--- src/rtl/chk_valid_pipe.sv ---
// Valid/index delay line: carries each issued read index forward so it
// emerges in the same cycle as the matching memory read data.
module chk_valid_pipe #(
  parameter int DEPTH = 1,
  parameter int IDX_W = 16
) (
  input  logic             clk,
  input  logic             resetn,
  input  logic             flush_i,
  input  logic             valid_i,
  input  logic [IDX_W-1:0] idx_i,
  output logic             valid_o,
  output logic [IDX_W-1:0] idx_o
);

  logic [DEPTH-1:0] valid_q;
  logic [IDX_W-1:0] idx_q [DEPTH];

  // Flush drops every in-flight entry so an aborted check cannot leak results
  // into the next one.
  always_ff @(posedge clk or negedge resetn) begin
    if (!resetn) begin
      valid_q <= '0;
      for (int i = 0; i < DEPTH; i++) idx_q[i] <= '0;
    end else if (flush_i) begin
      valid_q <= '0;
      for (int i = 0; i < DEPTH; i++) idx_q[i] <= '0;
    end else begin
      valid_q[0] <= valid_i;
      idx_q[0]   <= idx_i;
      for (int i = 1; i < DEPTH; i++) begin
        valid_q[i] <= valid_q[i-1];
        idx_q[i]   <= idx_q[i-1];
      end
    end
  end

  assign valid_o = valid_q[DEPTH-1];
  assign idx_o   = idx_q[DEPTH-1];

endmodule

--- config.mk ---
export PLATFORM = sky130hd
export DESIGN_NAME = chk_valid_pipe
export DESIGN_NICKNAME = d
export VERILOG_FILES = /design/src/rtl/chk_valid_pipe.sv
export SDC_FILE = /design/constraint.sdc
export NUM_CORES = 1
export LEC_CHECK = 0
export BUFFER_PORTS_ARGS = -buffer_cell sky130_fd_sc_hd__buf_2
export CORE_MARGIN = 2
export CORE_UTILIZATION = 38
export CTS_BUF_LIST = sky130_fd_sc_hd__clkbuf_16
export DETAILED_ROUTE_END_ITERATION = 10
export PLACE_DENSITY = 0.74
export SYNTH_ARGS = -nofsm -noshare
export SYNTH_HDL_FRONTEND = slang
export SYNTH_SLANG_ARGS = --single-unit
--- constraint.sdc ---
create_clock -name clk -period 0.8 [get_ports clk]
set_input_delay 0.04 -clock clk [delete_from_list [all_inputs] [get_ports clk]]
set_output_delay 0.04 -clock clk [all_outputs]
set_load 0.02 [all_outputs]
Word level (Yosys, flattened, before mapping) --
Cells that the tools add are included.
Word-level totals: register bits 17, bits of input ports 20, output and inout port bits 17, word-level logic and storage cells 4
Operators by class: muxes and demuxes 2
Operators with widths (count):
- $mux W16 | 1
- $mux W1 | 1

Depth between registers and ports, before layout --
depth after elaboration 1, depth in mapped cells 2, depth with buffers taken out 1

Least setup slack after synthesis --
No wires, ideal clock.
kind register to output, start point register idx_q (netlist bit idx_o[0]), end point output idx_o[0], arrival time 416 ps, data required time 760 ps, path slack 344 ps, stages on the path, launching flop included 1, buffers on the path 0, path through dfrtp_1
RTL lines:
- from (decl) | line 17 | logic [IDX_W-1:0] idx_q [DEPTH];
- from (signal, indexed assignment) | line 33 | idx_q[i] <= idx_q[i-1];
- to (decl) | line 13 | output logic [IDX_W-1:0] idx_o
No word-level cell between the ends.

Final worst setup path --
start point register idx_q (netlist bit idx_o[14]), end point output idx_o[14]
No word-level cell between the ends.

==> reports/qor.yml <==
period_share_pct: 98.8
power_density_nw_per_um2: 2280
syn_area_per_cell_um2: 16.0
fin_ws_ns: 0.00943
num_io_pins: 37
vdd_drop_max_mv: 1.60
report.final.slew_viol_count: 0
synth_enable_flop_cells: 0
path_delay_family: "flip-flops"
regArea_um2: 425
routabilityCongestion: 0.707
drive_gt1_share_pct: 61.8
synthAdderAreaFrac_pct: 0
synth.cell_area_um2: 561
crit_type: "reg2out"
viasPerCell: 4.29
cts_tree: "done"
ys_seq_elements: 17
async_flop_share_pct: 100
worst_pin_slew_ns: 0.372
yosysMostFrequentCell: "dfrtp_1"
hpwlAfterDp_um: 792
fin_area_um2: 938
core_um2: 1330
synth_warnings: 0
drtAntennaViolNets: 0
slew-limit-headroom_pct: 75.2
report.final.setup_viol: 0
drt_iter0_drc: 3
cp-startpoint: "idx_o[14]$_DFF_PN0_"
synth_xor_xnor_area_share_pct: 0
cp_cell_sequence: "buf_6"
overflow: 0
routed_wl_um: 1170
yosys.area.top_type: "dfrtp_1"
status: "complete, no violations"
grt_pass1_vias: 407
synth_common_cells: "dfrtp_1 (17), nor2b_1 (10), and2b_2 (7), buf_6 (1)"
die_w_um: 42.4
area_delta_synth_final_pct: 67.4
setup.worst_path.start_class: "flop"
leakagePower_nw: 0.503
place_ws_ns: 0.229
synth_seq_area_share_pct: 75.9
grt_first_pass_wirelength_um: 1870
port_buffers: 36
crit_fanout: 1
dr.pass1.iters: 4
muxShareOfSynthArea_pct: 0
syn_nets: 55
ys.flop_type: "dfrtp_1"
worst-endpoint-required_ns: 0.76
min_period_ns: 0.791
start_util_pct: 42.0
arrival_ns: 0.75
drc: 0
crit_path_top_delay_cell: "dfrtp_1"
synth_top_family_by_area: "simple AND/OR/NAND/NOR gates"
synth-simple-area-share_pct: 22.1
synth_top_area_share_pct: 75.9
worstHoldStart: "idx_i[12]"
dieArea_um2: 1800
antenna_cells: 0
vias: 390
die_h_um: 42.4
clkSinkCount: 17
track_usage_pct: 14.2
cap_violations: 0
multiInputGateArea_um2: 124
crit_buf_inv: 1
cts_setup_buffers: 0
htreeDepth: 1
placed_area_um2: 756
fin_nets: 97
wire_per_inst_um: 12.9
fmax_mhz: 1260
cts_buffer_depth: 2
rows: 13
report.final.hold_viol_count: 0
hold_class: "in2reg"
synth_area_leaders: "dfrtp_1 (76%), nor2b_1 (11%), and2b_2 (11%)"
cp-end-kind: "output pin"
slowest_delay_ns: 0.38
root_buffer: "clkbuf_16"
yosysUniqueCellTypes: 4
fill_cells: 89
synth-compound-area-share_pct: 0
antenna_found_initial: 0
tritoncts.num_buffers: 3
whs_ns: 0.0150
grt_max_degree: 18
grt_setup_unrepaired: "yes"
clk_pin_slew_ns: 0.05
synthCells: 35
## final timing paths
check                      slack, ns                  end  depth (start not counted)
worst max-delay path           0.009            idx_o[14]                          1
worst min-delay path            0.02  idx_o[12]$_DFF_PN0_                          2
max in group asynchronous       0.28   idx_o[5]$_DFF_PN0_                          2
min in group asynchronous       0.25  idx_o[13]$_DFF_PN0_                          2
## final cells by class
class | instances | share of cell area, %
clock buffer | 3 | 8.00
clock inverter | 1 | 0.400
multi-input combinational | 17 | 13.2
sequential | 17 | 45.3
tap | 15 | 2.00
timing repair buffer | 38 | 31.1
## state kept, by name (all words and copies together) (netlist names)
signal	count
valid_o	1
idx_o	16
## stage by stage
stage	power [W]	cells	setup TNS, ns	utilization, %
after floorplan	0.00103	35	0	-
after global placement	0.00114	86	0	56.7
after detailed placement	0.00114	86	0	56.7
after CTS	0.00211	91	-0.00231	64.7
after global routing	0.00224	91	-0.0819	70.4
final	0.00214	91	0	70.4
## cells in the final DEF (no fill, tap or decap)
| master | n |
|---|---|
| inv_1 | 1 |
| clkbuf_16 | 3 |
| and2b_2 | 7 |
| buf_6 | 15 |
| nor2b_1 | 10 |
| dlygate4sd3_1 | 1 |
| buf_4 | 1 |
| buf_2 | 21 |
| dfrtp_1 | 17 |
## per-layer routing
metal  track usage (%)  vias up  routed length [um]
met5                 0        -                   0
met2              21.5       11                 641
met1              16.6      191                 478
met4              10.0        0                  19
li1                  -      186                   -
met3              5.17        2                  34
## power breakdown
| group | internal [W] | leakage [nW] | total (W) | switching [W] |
|---|---|---|---|---|
| registers | 0.000905 | 0.219 | 0.000925 | 0.0000194 |
| logic | 0.000141 | 0.242 | 0.000261 | 0.000119 |
| clock network | 0.000661 | 0.0423 | 0.000955 | 0.000294 |
| total | 0.00171 | 0.503 | 0.00214 | 0.000433 |
## logic make-up after synthesis
group,Yosys count
buffers and inverters,1
and+or+nand+nor,17
DFF,17
## timing repair
action,in CTS,in global routing
cloned,0,0
endpoints found under the hold margin,17,0
endpoints found under the setup margin,3,15
resized for setup,6,24
pin swaps,0,0
hold buffers,1,0
No activity file was read; power rests on OpenSTA's default activity.
